$ cat src/rtl/muldiv_pkg.sv
// Shared encodings for the EX-stage multiply/divide unit: MdOp codes, FSM states, iteration count.
package muldiv_pkg;

  localparam int unsigned MD_ITER = 32;

  localparam logic [2:0] MD_MULT  = 3'b000;
  localparam logic [2:0] MD_MULTU = 3'b001;
  localparam logic [2:0] MD_DIV   = 3'b010;
  localparam logic [2:0] MD_DIVU  = 3'b011;
  localparam logic [2:0] MD_MTHI  = 3'b100;
  localparam logic [2:0] MD_MTLO  = 3'b101;

  typedef enum logic [1:0] {
    ST_IDLE = 2'd0,
    ST_MUL  = 2'd1,
    ST_DIV  = 2'd2,
    ST_FIX  = 2'd3
  } state_e;

  // Magnitude of a 32-bit operand; unsigned ops pass through untouched.
  function automatic logic [31:0] mag32(input logic [31:0] v, input logic is_signed);
    return (is_signed && v[31]) ? -v : v;
  endfunction

endpackage

$ cat src/rtl/muldiv_iter_core.sv
// Iterative shift-add multiplier / restoring divider on unsigned magnitudes, with its bit counter.
// Result sits in {o_hi, o_lo}: product, or remainder/quotient.
module muldiv_iter_core
  import muldiv_pkg::*;
#(
  parameter int unsigned DATA_W = 32,
  parameter int unsigned CNT_W  = 6
) (
  input  logic                  i_clk,
  input  logic                  i_rst,
  input  logic                  i_ld_mul,
  input  logic                  i_ld_div,
  input  logic                  i_ld_raw,
  input  logic                  i_step_mul,
  input  logic                  i_step_div,
  input  logic [DATA_W-1:0]     i_a,
  input  logic [DATA_W-1:0]     i_b,
  input  logic [2*DATA_W-1:0]   i_raw,
  output logic [DATA_W-1:0]     o_hi,
  output logic [DATA_W-1:0]     o_lo,
  output logic                  o_last_c
);

  logic [DATA_W-1:0] r_hi;
  logic [DATA_W-1:0] r_lo;
  logic [DATA_W-1:0] r_b;
  logic [CNT_W-1:0]  r_cnt;

  logic [DATA_W:0]   w_mul_sum;
  logic [DATA_W:0]   w_rem_sh;
  logic [DATA_W-1:0] w_trial;
  logic              w_ge;

  // Multiply: conditionally add multiplicand into the upper half, then shift the pair right.
  assign w_mul_sum = {1'b0, r_hi} + (r_lo[0] ? {1'b0, r_b} : '0);

  // Divide: shift remainder left pulling in the next dividend bit, subtract if it fits.
  assign w_rem_sh = {r_hi, r_lo[DATA_W-1]};
  assign w_ge     = (w_rem_sh >= {1'b0, r_b});
  assign w_trial  = w_rem_sh[DATA_W-1:0] - r_b;

  always_ff @(posedge i_clk or posedge i_rst) begin
    if (i_rst) begin
      r_hi  <= '0;
      r_lo  <= '0;
      r_b   <= '0;
      r_cnt <= '0;
    end else if (i_ld_mul) begin
      r_hi  <= '0;
      r_lo  <= i_b;
      r_b   <= i_a;
      r_cnt <= CNT_W'(MD_ITER - 1);
    end else if (i_ld_div) begin
      r_hi  <= '0;
      r_lo  <= i_a;
      r_b   <= i_b;
      r_cnt <= CNT_W'(MD_ITER - 1);
    end else if (i_ld_raw) begin
      {r_hi, r_lo} <= i_raw;
    end else if (i_step_mul) begin
      {r_hi, r_lo} <= {w_mul_sum, r_lo[DATA_W-1:1]};
      if (r_cnt != '0) r_cnt <= r_cnt - CNT_W'(1);
    end else if (i_step_div) begin
      r_hi <= w_ge ? w_trial : w_rem_sh[DATA_W-1:0];
      r_lo <= {r_lo[DATA_W-2:0], w_ge};
      if (r_cnt != '0) r_cnt <= r_cnt - CNT_W'(1);
    end
  end

  assign o_hi     = r_hi;
  assign o_lo     = r_lo;
  assign o_last_c = (r_cnt == '0);

endmodule

$ cat src/rtl/ex_muldiv_unit.sv
// EX-stage multicycle MULT/DIV unit with architectural HI/LO and MTHI/MTLO writes.
// Define MULDIV_FAST_MUL_EN for a single-cycle '*' multiply; divide stays iterative.
module ex_muldiv_unit
  import muldiv_pkg::*;
#(
  parameter int unsigned DATA_W = 32,
  parameter int unsigned CNT_W  = 6
) (
  input  logic              Clk,
  input  logic              Reset,
  input  logic              Start,
  input  logic [2:0]        MdOp,
  input  logic [DATA_W-1:0] OpA,
  input  logic [DATA_W-1:0] OpB,
  output logic              Busy,
  output logic              Done,
  output logic [DATA_W-1:0] HI,
  output logic [DATA_W-1:0] LO
);

  localparam int unsigned PROD_W = 2 * DATA_W;

  state_e            r_state;
  logic              r_busy;
  logic              r_done;
  logic [DATA_W-1:0] r_hi;
  logic [DATA_W-1:0] r_lo;
  logic              r_neg_lo;
  logic              r_neg_hi;
  logic              r_is_div;

  logic              w_is_mul;
  logic              w_is_div;
  logic              w_signed;
  logic              w_issue;
  logic              w_div0;
  logic [DATA_W-1:0] w_mag_a;
  logic [DATA_W-1:0] w_mag_b;
  logic              w_ld_mul;
  logic              w_ld_div;
  logic              w_ld_raw;
  logic [PROD_W-1:0] w_raw;
  logic [PROD_W-1:0] w_prod_fast;
  logic [DATA_W-1:0] w_core_hi;
  logic [DATA_W-1:0] w_core_lo;
  logic              w_last;
  logic [PROD_W-1:0] w_prod;
  logic [PROD_W-1:0] w_prod_fix;
  logic [DATA_W-1:0] w_quo_fix;
  logic [DATA_W-1:0] w_rem_fix;

`ifdef MULDIV_FAST_MUL_EN
  localparam logic FAST_MUL = 1'b1;
  assign w_prod_fast = PROD_W'(w_mag_a) * PROD_W'(w_mag_b);
`else
  localparam logic FAST_MUL = 1'b0;
  assign w_prod_fast = '0;
`endif

  assign w_is_mul = (MdOp == MD_MULT) || (MdOp == MD_MULTU);
  assign w_is_div = (MdOp == MD_DIV)  || (MdOp == MD_DIVU);
  assign w_signed = (MdOp == MD_MULT) || (MdOp == MD_DIV);
  assign w_issue  = (r_state == ST_IDLE) && Start;
  assign w_div0   = (OpB == '0);
  assign w_mag_a  = mag32(OpA, w_signed);
  assign w_mag_b  = mag32(OpB, w_signed);

  // Divide-by-zero and fast multiply bypass iteration by loading the core result directly.
  assign w_ld_mul = w_issue && w_is_mul && !FAST_MUL;
  assign w_ld_div = w_issue && w_is_div && !w_div0;
  assign w_ld_raw = w_issue && ((w_is_div && w_div0) || (w_is_mul && FAST_MUL));
  assign w_raw    = w_is_mul ? w_prod_fast : {OpA, {DATA_W{1'b1}}};

  muldiv_iter_core #(
    .DATA_W (DATA_W),
    .CNT_W  (CNT_W)
  ) u_core (
    .i_clk      (Clk),
    .i_rst      (Reset),
    .i_ld_mul   (w_ld_mul),
    .i_ld_div   (w_ld_div),
    .i_ld_raw   (w_ld_raw),
    .i_step_mul (r_state == ST_MUL),
    .i_step_div (r_state == ST_DIV),
    .i_a        (w_mag_a),
    .i_b        (w_mag_b),
    .i_raw      (w_raw),
    .o_hi       (w_core_hi),
    .o_lo       (w_core_lo),
    .o_last_c   (w_last)
  );

  // Sign fix-up of the magnitude result.
  assign w_prod     = {w_core_hi, w_core_lo};
  assign w_prod_fix = r_neg_lo ? -w_prod : w_prod;
  assign w_quo_fix  = r_neg_lo ? -w_core_lo : w_core_lo;
  assign w_rem_fix  = r_neg_hi ? -w_core_hi : w_core_hi;

  always_ff @(posedge Clk or posedge Reset) begin
    if (Reset) begin
      r_state  <= ST_IDLE;
      r_busy   <= 1'b0;
      r_done   <= 1'b0;
      r_hi     <= '0;
      r_lo     <= '0;
      r_neg_lo <= 1'b0;
      r_neg_hi <= 1'b0;
      r_is_div <= 1'b0;
    end else begin
      r_done <= 1'b0;
      case (r_state)
        ST_IDLE: begin
          if (Start) begin
            if (MdOp == MD_MTHI) begin
              r_hi <= OpA;
            end else if (MdOp == MD_MTLO) begin
              r_lo <= OpA;
            end else if (w_is_mul) begin
              r_neg_lo <= w_signed & (OpA[DATA_W-1] ^ OpB[DATA_W-1]);
              r_neg_hi <= 1'b0;
              r_is_div <= 1'b0;
              r_busy   <= 1'b1;
              r_state  <= FAST_MUL ? ST_FIX : ST_MUL;
            end else if (w_is_div) begin
              r_is_div <= 1'b1;
              r_busy   <= 1'b1;
              if (w_div0) begin
                r_neg_lo <= 1'b0;
                r_neg_hi <= 1'b0;
                r_state  <= ST_FIX;
              end else begin
                r_neg_lo <= w_signed & (OpA[DATA_W-1] ^ OpB[DATA_W-1]);
                r_neg_hi <= w_signed & OpA[DATA_W-1];
                r_state  <= ST_DIV;
              end
            end
          end
        end
        ST_MUL, ST_DIV: begin
          if (w_last) r_state <= ST_FIX;
        end
        ST_FIX: begin
          if (r_is_div) begin
            r_hi <= w_rem_fix;
            r_lo <= w_quo_fix;
          end else begin
            {r_hi, r_lo} <= w_prod_fix;
          end
          r_done  <= 1'b1;
          r_busy  <= 1'b0;
          r_state <= ST_IDLE;
        end
        default: r_state <= ST_IDLE;
      endcase
    end
  end

  assign Busy = r_busy;
  assign Done = r_done;
  assign HI   = r_hi;
  assign LO   = r_lo;

endmodule
$ cat config.mk
export PLATFORM = sky130hd
export DESIGN_NAME = ex_muldiv_unit
export DESIGN_NICKNAME = d
export VERILOG_FILES = /design/src/rtl/muldiv_pkg.sv /design/src/rtl/muldiv_iter_core.sv /design/src/rtl/ex_muldiv_unit.sv
export SDC_FILE = /design/constraint.sdc
export NUM_CORES = 1
export LEC_CHECK = 0
export ABC_AREA = 1
export CELL_PAD_IN_SITES_DETAIL_PLACEMENT = 2
export CELL_PAD_IN_SITES_GLOBAL_PLACEMENT = 2
export CORE_ASPECT_RATIO = 1.5
export CORE_UTILIZATION = 30
export CTS_BUF_LIST = sky130_fd_sc_hd__clkbuf_4 sky130_fd_sc_hd__clkbuf_8
export DETAILED_ROUTE_END_ITERATION = 8
export GPL_TIMING_DRIVEN = 0
export PLACE_DENSITY = 0.88
export SYNTH_ARGS = -nofsm -noshare
export SYNTH_HDL_FRONTEND = slang
export SYNTH_SLANG_ARGS = --single-unit
export TNS_END_PERCENT = 30
$ cat constraint.sdc
create_clock -name Clk -period 9.1 [get_ports Clk]
set_input_delay 2.73 -clock Clk [delete_from_list [all_inputs] [get_ports Clk]]
set_output_delay 2.73 -clock Clk [all_outputs]
set_load 0.02 [all_outputs]
==> summary.md, run 1 <==
| Metric | Value |
|---|---|
| Clock Pin Slew Worst Setup and Hold Paths | `0.12 ns` |
| All-Layer GR Usage | `0.390` |
| Clk sink count | `173` |
| # port buffers | `135` |
| Final Slew Violations | `0` |
| TritonCTS clock tree | `done` |
| Post-DP HPWL | `102 mm` |
| Gate power share | `0.750` |
| Layout cell share with drive strength beyond 1 | `0.0373` |
| Area leader, netlist | `dfrtp_1` |
| Crit-path cells | `clkdlybuf4s50_1, inv_1, ha_1, nand4_1, nor2_1, nand3_1, o21ai_0, xor2_1, o211ai_1, o21ai_0` |
| Crit end category | `register` |
| Die W | `206 um` |
| P_leak | `10.2 nW` |
| Initial antenna violation count | `5` |
| Grt total ovfl | `0` |
| Final hold vios | `0` |
| RSZ-0062 raised after global routing | `false` |
| Die H | `307 um` |
| Drt total wl | `123 mm` |
| First-pass GRT wire length | `176 mm` |
| Status | `finished, final reports clean` |
| Vias per cell | `5.89` |
| Nets | `3483` |
| Commonest non-fill, non-tap cells in the layout | `970 x nand2_1, 410 x inv_1, 393 x nor2_1, 266 x nand3_1, 208 x o21ai_0` |
| Required time worst endpoint | `9.57 ns` |
| Post-cts gate resize count | `0` |
| Number of distinct library cells after synthesis | `54` |
| Post-CTS Setup Bufs | `0` |
| Via Count | `24400` |
| Synthesized flop and latch total | `173` |
| Ys flop type | `dfrtp_1` |
| Fin crit period | `5.54 ns` |
| Worst slew pin tran | `1.16 ns` |
| Clock Latency Late Sink | `0.57 ns` |
| Initial Utilization | `0.304` |
| Vias in the first global route | `26100` |
| # H-tree levels | `4` |
| Die ar. | `63100 um2` |
| Skew final | `0.0295 ns` |
| Avg Cell Area, Syn | `5.86 um2` |
| Post-synth top area share | `0.232` |
| Most common cell after layout, fill and taps aside | `nand2_1` |
| Final core utilization | `0.350` |
| Root buffer cell | `clkbuf_8` |
| Worst Path Max Fanout | `4` |
| Synth-to-layout area growth | `15.1%` |
| Hold crit path type | `register to register` |
| Synthesized Nets | `3328` |
| Core area | `61200 um2` |
| Routed Antenna Nets | `0` |
| Flop pwr share | `0.186` |
| Crit path kind | `input pin to register` |
| Drc violations | `0` |
| Largest net degree at the start of global routing | `91` |
| Hold_buf cts | `0` |
| Synthesized area | `18600 um2` |
| Sw frac | `0.642` |
| Gate Count Post-Synth | `3183` |
| Psw | `6.66 mW` |
| EDFF count, synth | `0` |
| Clock Power Share | `0.064` |
| Clock buffer depth | `2` |
| CP startpoint kind | `input pin` |
| Iteration-0 DRC Markers | `1773` |
| Worst Path Arrival | `6.01 ns` |
| Layout filler cell count | `7823` |
| I/O pin count | `136` |
| Drt first pass iters | `5` |
| Rel. slew slack | `0.229` |
| Synth warn | `0` |
| Peak VDD IR | `152 uV` |
| Crit path max-delay cell type | `xor2_1` |
| DR WL/cell | `29.8 um` |
| GP Congestion | `1.04` |
| Pint | `3.71 mW` |
| Synth top area cells | `dfrtp_1 23%, nand2_1 20%, inv_1 8.3%, nor2_1 7.9%, nand3_1 7.1%` |
| CTS Buf Count | `17` |
| Seq/Total Area, Yosys | `0.232` |
| Max-Cap Viols | `0` |
| Async set or reset register ratio after synthesis | `1.00` |
| Max stage delay on crit path | `0.81 ns` |
| Peak Freq | `181 MHz` |
| Power, Total | `10.4 mW` |
| Setup-failing EPs final | `0` |
| Pwr Density | `483 nW/um2` |
| Cell mode on critical path | `o21ai_0` |
| Period utilisation layout | `0.608` |
| Std-Cell Rows | `111` |
-- cell families after synthesis --
kind of cell / share of synthesized area
DFF: 0.232
adders and majority gates: 0.0512
AOI/OAI and AO/OA: 0.160
and+or+nand+nor: 0.407
buffers and inverters: 0.111
xor gates and xnor gates: 0.0385
-- final timing paths --
| path | startpoint | to | slack [ns] | cells past startpoint |
|---|---|---|---|---|
| max in group asynchronous | Reset | u_core.o_hi[19]$_DFFE_PP0P_ | 5.52 | 3 |
| min in group asynchronous | Reset | u_core.o_lo[3]$_DFFE_PP0P_ | 2.66 | 2 |
| setup / recovery | OpA[0] | u_core.o_lo[16]$_DFFE_PP0P_ | 3.56 | 10 |
| hold / removal | LO[1]$_DFFE_PP0P_ | LO[1]$_DFFE_PP0P_ | 0.50 | 2 |
| hold reg to reg | LO[1]$_DFFE_PP0P_ | LO[1]$_DFFE_PP0P_ | 0.50 | 2 |
| setup reg to reg | u_core.o_lo[0]$_DFFE_PP0P_ | u_core.o_hi[27]$_DFFE_PP0P_ | 4.77 | 21 |
-- synth_stat cells, types with 34 or more instances --
cell and count:
nor3_1 34, a21oi_1 160, nand3_1 266, clkbuf_1 73
nor2_1 393, xor2_1 64, a31oi_1 38, o21ai_0 208
nand4_1 52, inv_1 411, nand2_1 970, dfrtp_1 173
ha_1 73
-- per-stage QoR --
stage	cells	hold slack, ns	instance area, um2	setup WS, ns	setup TNS [ns]
global placement	4109	0.470	21000	-1.47	-251.68
CTS	4142	0.510	21400	3.76	0
global route	4143	0.528	21400	3.54	0
finish	4143	0.505	21400	3.56	0
detailed placement	4110	0.477	21000	3.19	0
floorplan	3183	0.465	18600	1.68	0
-- routing by layer --
metal / GRT usage / share of wire / up-vias
met5: 0 / 0.00037 / -
met4: 0.377 / 0.11 / 8
met3: 0.0640 / 0.061 / 549
met2: 0.645 / 0.47 / 1144
met1: 0.417 / 0.36 / 12100
li1: - / - / 10600
-- cell type report --
class,count,area [um2],area share
Inverter,424,1600,0.0746
Buffer,105,480,0.0224
Antenna cell,1,2.50,0.000117
Sequential cell,173,4330,0.202
Tap cell,791,990,0.0461
Timing Repair Buffer,136,1380,0.0643
Clock buffer,19,255,0.0119
Multi-Input combinational cell,2481,12200,0.570
Clock inverter,13,178,0.00828
-- critical path: cells and delay by family --
family,cells,cell delay [ns]
AO/OA/AOI/OAI,3,0.56
buffers and inverters,2,0.95
XOR/XNOR,1,0.81
adder cells (fa/ha/maj),1,0.27
AND/OR/NAND/NOR,3,0.68
-- power groups by stage --
| stage | clock, mW | combinational, mW | sequential [mW] |
|---|---|---|---|
| detailed placement | 0 | 7.50 | 1.87 |
| global placement | 0 | 7.22 | 1.86 |
| finish | 0.666 | 7.77 | 1.93 |
| global route | 0.682 | 8.27 | 1.90 |
| floorplan | 0 | 4.36 | 1.65 |
| CTS | 0.662 | 7.57 | 1.86 |
-- state kept, by name, indices dropped and copies added, names as in the netlist, 2 cells and up --
signal        count
u_core.r_b       32
LO               32
u_core.r_cnt      6
u_core.o_lo      32
r_state           2
HI               32
u_core.o_hi      32
Power figures use the tool's default switching activity.
==> run 2: changes to the inputs <==
PLACE_DENSITY = 0.92   (was 0.88)
clock period = 5 ns   (was 9.1 ns; I/O delays follow)
==> run 2 against run 1 <==
Effect of this change:
- first-iteration DRC count is 11% higher
- sequential share of layout area hardly changed
- critical path depth is 11 higher
- utilization increased by 0.071 points
- flip-flop and latch count unchanged
- final cell count grew 0.17%
- routed wire length grew 1.4%
- hold slack better by 0.0056 ns
- clock-buffer cell count unchanged
==> summary.md, run 2 (synthesized netlist as in run 1, its figures left out) <==
| Metric | Value |
|---|---|
| Status | `finished, final reports clean` |
| Crit path kind | `register to register` |
| Commonest non-fill, non-tap cells in the layout | `970 x nand2_1, 410 x inv_1, 393 x nor2_1, 266 x nand3_1, 208 x o21ai_0` |
| Drc violations | `0` |
| Worst Path Arrival | `4.92 ns` |
| Gate power share | `0.758` |
| Pwr Density | `889 nW/um2` |
| Peak Freq | `222 MHz` |
| Post-Place Cells | `4114` |
| Hold crit path type | `register to register` |
| DR WL/cell | `30.2 um` |
| Setup TNS | `0 ns` |
| Crit path max-delay cell type | `o21ai_0` |
| Initial antenna violation count | `8` |
| Hold_buf cts | `0` |
| Dpl ws | `0.297 ns` |
| Delay-heaviest family, CP | `simple AND/OR/NAND/NOR gates` |
| Reg-to-Reg End | `u_core.o_hi[27]$_DFFE_PP0P_` |
| Final hold vios | `0` |
| Initial Utilization | `0.304` |
| Launching point of the worst reg2reg path | `u_core.o_lo[0]$_DFFE_PP0P_` |
| Nets | `3487` |
| Clk sink count | `173` |
| I/O pin count | `136` |
| Worst path buffer plus inverter count | `5` |
| Grt total ovfl | `0` |
| Iteration-0 DRC Markers | `1964` |
| Clock buffer depth | `2` |
| Worst slew pin tran | `1.06 ns` |
| Worst Path Max Fanout | `10` |
| Drt first pass iters | `7` |
| Layout filler cell count | `7773` |
| P_leak | `10.3 nW` |
| Die W | `206 um` |
| # H-tree levels | `4` |
| Die ar. | `63100 um2` |
| Crit end category | `register` |
| Crit-path cells | `buf_6, clkbuf_1, nand2_1, inv_1, ha_1, inv_1, fa_1, inv_1, nand2_1, o21ai_0, nand2_1, nand2_1, nand2_1, nand2_1, nand3_1, nand3_1, nand3_1, nand3_1, nand2_1, nand2_1, nand2_1` |
| Psw | `12.4 mW` |
| Vias per cell | `6.03` |
| First-pass GRT wire length | `180 mm` |
| FF/Latch Area | `4330 um2` |
| All-Layer GR Usage | `0.396` |
| Max-Cap Viols | `0` |
| TritonCTS clock tree | `done` |
| Hold path start | `LO[12]$_DFFE_PP0P_` |
| Post-DP HPWL | `103 mm` |
| Setup slack, reg-to-reg | `0.49 ns` |
| Die H | `307 um` |
| WHS Path Cells | `2` |
| Rel. slew slack | `0.293` |
| Std-Cell Rows | `111` |
| Core area | `61200 um2` |
| Routed Antenna Nets | `0` |
| Smallest hold slack | `0.511 ns` |
| Reg2reg path depth | `21` |
| Period utilisation layout | `0.902` |
| Clock Latency Late Sink | `0.54 ns` |
| Sw frac | `0.651` |
| Post-CTS Setup Bufs | `0` |
| CTS Buf Count | `17` |
| Worst setup margin | `0.489 ns` |
| Area of the multi-input gates | `12200 um2` |
| Vias in the first global route | `27000` |
| Pint | `6.66 mW` |
| Flop pwr share | `0.183` |
| Clock Pin Slew Worst Setup and Hold Paths | `0.12 ns` |
| Skew final | `0.0182 ns` |
| Via Count | `25000` |
| Hold endpoint | `LO[12]$_DFFE_PP0P_` |
| Final Slew Violations | `0` |
| DP Area | `21100 um2` |
| Fin crit period | `4.51 ns` |
| RSZ-0062 raised after global routing | `false` |
| Final core utilization | `0.351` |
| Peak VDD IR | `319 uV` |
| Layout cell share with drive strength beyond 1 | `0.0385` |
| Cell mode on critical path | `nand2_1` |
| Clock Power Share | `0.059` |
| # port buffers | `135` |
| Setup-failing EPs final | `0` |
| Required time worst endpoint | `5.41 ns` |
| GP Congestion | `1.02` |
| Post-cts gate resize count | `0` |
| Root buffer cell | `clkbuf_8` |
| Largest net degree at the start of global routing | `41` |
| Max stage delay on crit path | `0.63 ns` |
| Drt total wl | `125 mm` |
| Cell area after layout | `21500 um2` |
| Synth-to-layout area growth | `15.3%` |
| Finished Layout Cells | `4150` |
| Power, Total | `19.1 mW` |
| Most common cell after layout, fill and taps aside | `nand2_1` |
| CP startpoint kind | `register` |
run 2: cell count changes in the layout (fill, tap and decap cells not counted), moves of 2 or more:
cell	change
inv_6	+2
clkinvlp_4	+2
bufinv_16	-2
buf_12	+5
diode_2	+3
run 2: area by class of cell:
| type | count | share of cell area |
|---|---|---|
| diodes | 4 | 0.000466 |
| plain buffers | 105 | 0.0224 |
| clock buffers | 19 | 0.0119 |
| clock inverters | 13 | 0.00675 |
| inverters | 424 | 0.0742 |
| multi-input cells | 2481 | 0.569 |
| flip-flops and latches | 173 | 0.201 |
| well taps | 791 | 0.0460 |
| repair buffers | 140 | 0.0675 |
run 2: per-layer routing:
layer / vias up / global-route usage / wire length (um)
met4: 8 / 0.407 / 15700
met3: 681 / 0.0844 / 9470
li1: 10600 / - / -
met1: 12300 / 0.411 / 42900
met2: 1393 / 0.643 / 57000
met5: - / 0 / 42
run 2: power by group through the flow:
stage               Combinational (mW)  Clock [mW]  Sequential [mW]
detailed placement                13.7           0             3.40
floorplan                         7.93           0             2.99
global route                      15.3        1.15             3.44
CTS                               13.9        1.12             3.38
finish                            14.5        1.13             3.51
global placement                  12.9           0             3.35
run 2: how the worst max path moves through the flow:
stage | start | slack, ns | cells after the start | to
floorplan | Reset | 1.29 | 1 | Busy$_DFFE_PP0P_
global placement | Reset | -0.42 | 2 | HI[8]$_DFFE_PP0P_
detailed placement | MdOp[2] | 0.30 | 10 | u_core.r_b[9]$_DFFE_PP0P_
CTS | u_core.o_lo[0]$_DFFE_PP0P_ | 0.67 | 21 | u_core.o_hi[27]$_DFFE_PP0P_
global route | u_core.o_lo[0]$_DFFE_PP0P_ | 0.42 | 21 | u_core.o_hi[27]$_DFFE_PP0P_
finish | u_core.o_lo[0]$_DFFE_PP0P_ | 0.49 | 21 | u_core.o_hi[27]$_DFFE_PP0P_
run 2: worst min-delay path, stage by stage, from the launching register on:
cell     delay (ns)
dfrtp_1        0.37
nand2_1        0.05
o21ai_0        0.06
==> run 3: changes to the inputs <==
CORE_UTILIZATION = 35   (was 30)
PLACE_DENSITY = 0.95   (was 0.92)
clock period = 5.5 ns   (was 5 ns; I/O delays follow)
==> run 3 against run 2 <==
Effect of this change:
- clock power decreased by 4%
- utilization increased by 5.5 points
- sequential power decreased by 11%
- hold slack lost 0.0092 ns
- largest cell class unchanged
==> summary.md, run 3 (synthesized netlist as in run 1, its figures left out) <==
| Metric | Value |
|---|---|
| Clock Latency Late Sink | `0.58 ns` |
| Layout cell share with drive strength beyond 1 | `0.0382` |
| Drt total wl | `131 mm` |
| Peak VDD IR | `403 uV` |
| Peak Freq | `217 MHz` |
| Skew final | `0.0283 ns` |
| All-Layer GR Usage | `0.482` |
| Die ar. | `54200 um2` |
| Met3 Use GR | `0.129` |
| Final hold vios | `0` |
| Vias per cell | `6.25` |
| Post-cts gate resize count | `0` |
| Worst setup margin | `0.885 ns` |
| Required time worst endpoint | `5.99 ns` |
| Core area | `52600 um2` |
| TritonCTS clock tree | `done` |
| I/O pin count | `136` |
| Most common cell after layout, fill and taps aside | `nand2_1` |
| Max stage delay on crit path | `0.85 ns` |
| Crit path kind | `input pin to register` |
| Vias in the first global route | `27000` |
| Worst path buffer plus inverter count | `2` |
| Crit path max-delay cell type | `xor2_1` |
| Delay-heaviest family, CP | `buffers and inverters` |
| Hold crit path type | `register to register` |
| Root buffer cell | `clkbuf_8` |
| Setup slack, reg-to-reg | `1.21 ns` |
| CP startpoint kind | `input pin` |
| Final Slew Violations | `0` |
| Rel. slew slack | `0.184` |
| Clock Pin Slew Worst Setup and Hold Paths | `0.11 ns` |
| Commonest non-fill, non-tap cells in the layout | `970 x nand2_1, 410 x inv_1, 393 x nor2_1, 266 x nand3_1, 208 x o21ai_0` |
| Pint | `6.11 mW` |
| Hold path start | `LO[10]$_DFFE_PP0P_` |
| Psw | `11.4 mW` |
| First-pass GRT wire length | `186 mm` |
| FF/Latch Area | `4330 um2` |
| Status | `finished, final reports clean` |
| Gate power share | `0.759` |
| Grt total ovfl | `0` |
| Nets | `3486` |
| Clock buffer depth | `2` |
| Grt met1 use | `0.501` |
| Setup-failing EPs final | `0` |
| Initial Utilization | `0.354` |
| P_leak | `10.3 nW` |
| Routed Antenna Nets | `0` |
| Period utilisation layout | `0.839` |
| Area of the multi-input gates | `12200 um2` |
| Clk sink count | `173` |
| Crit end category | `register` |
| Die H | `285 um` |
| Layout filler cell count | `6769` |
| Worst slew pin tran | `1.22 ns` |
| Post-CTS Setup Bufs | `0` |
| Hold_buf cts | `0` |
| # H-tree levels | `4` |
| Hold endpoint | `LO[10]$_DFFE_PP0P_` |
| Pwr Density | `821 nW/um2` |
| Launching point of the worst reg2reg path | `u_core.o_lo[0]$_DFFE_PP0P_` |
| Worst Path Max Fanout | `4` |
| Drt first pass iters | `6` |
| RSZ-0062 raised after global routing | `false` |
| Clock Power Share | `0.062` |
| # port buffers | `135` |
| Max-Cap Viols | `0` |
| Via Count | `25300` |
| Reg-to-Reg End | `u_core.o_hi[29]$_DFFE_PP0P_` |
| CTS Buf Count | `17` |
| Met2 usage | `0.783` |
| DR WL/cell | `32.3 um` |
| Largest net degree at the start of global routing | `42` |
| Smallest hold slack | `0.501 ns` |
| Dpl ws | `0.563 ns` |
| Post-DP HPWL | `107 mm` |
| Die W | `190 um` |
| Std-Cell Rows | `103` |
| Crit-path cells | `clkdlybuf4s50_1, inv_1, ha_1, nand4_1, nor2_1, nand3_1, o21ai_0, xor2_1, o22ai_1, a21oi_1` |
| Sw frac | `0.652` |
| WHS Path Cells | `2` |
| Initial antenna violation count | `14` |
| Busiest grt layer | `met2` |
| Fin crit period | `4.62 ns` |
| Drc violations | `0` |
| Synth-to-layout area growth | `14.6%` |
| Flop pwr share | `0.179` |
| GP Congestion | `1.06` |
| Reg2reg path depth | `21` |
| Iteration-0 DRC Markers | `2158` |
| Worst Path Arrival | `5.10 ns` |
==> run 3: changes by cell type in the layout (fill, tap and decap cells not counted), sizes merged <==
cell,change
clkbuf,-2
clkinv,+4
buf,-1
bufinv,+2
clkinvlp,-1
inv,-3
diode,+5
==> run 3: layout make-up <==
type / instances / share of cell area
antenna: 9 / 0.00105
buffer: 105 / 0.0225
clock buffer: 17 / 0.0110
clock inverter: 15 / 0.00867
inverter: 424 / 0.0747
multi-input combinational: 2481 / 0.573
sequential: 173 / 0.203
tap: 682 / 0.0399
timing repair buffer: 139 / 0.0670
==> run 3: metrics by stage <==
step	util	setup TNS (ns)	power [mW]	std cells	area, um2
3_5_place_dp	0.398	0	15.6	4004	20900
5_1_grt	0.406	0	18.2	4038	21300
3_3_place_gp	0.396	-27.03	14.8	4000	20800
6_report	0.406	0	17.5	4045	21400
2_1_floorplan	-	0	9.93	3183	18600
4_1_cts	0.406	0	16.8	4036	21300
==> run 3: tightest hold or removal path: cells and delay by family (launching register included) <==
kind | cells | cell delay, ns
AOI/OAI and AO/OA | 1 | 0.06
DFF | 1 | 0.36
and+or+nand+nor | 1 | 0.05
==> run 3: worst max path at each step <==
| stage | from | endpoint | slack (ns) | cells past startpoint |
|---|---|---|---|---|
| 6_report | OpA[0] | u_core.r_b[16]$_DFFE_PP0P_ | 0.88 | 10 |
| 3_5_place_dp | OpA[0] | u_core.r_b[20]$_DFFE_PP0P_ | 0.56 | 12 |
| 3_3_place_gp | Reset | u_core.r_cnt[5]$_DFFE_PP0P_ | -0.18 | 2 |
| 5_1_grt | OpA[1] | u_core.r_b[16]$_DFFE_PP0P_ | 0.87 | 10 |
| 2_1_floorplan | Reset | Busy$_DFFE_PP0P_ | 1.64 | 1 |
| 4_1_cts | OpA[0] | u_core.r_b[20]$_DFFE_PP0P_ | 1.16 | 12 |
==> run 3: layer usage <==
metal / routed length [um] / vias to the layer above / share of wire
met5: 93 / - / 0.00071
met4: 14800 / 12 / 0.11
met3: 10100 / 681 / 0.077
met2: 60000 / 1420 / 0.46
met1: 45600 / 12600 / 0.35
li1: - / 10600 / -
==> run 3: power by group through the flow <==
stage / combinational (mW) / sequential, mW / clock [mW]
global placement: 11.8 / 2.99 / 0
global route: 14.0 / 3.09 / 1.11
floorplan: 7.21 / 2.72 / 0
finish: 13.3 / 3.13 / 1.09
detailed placement: 12.6 / 3.05 / 0
CTS: 12.7 / 3.02 / 1.08
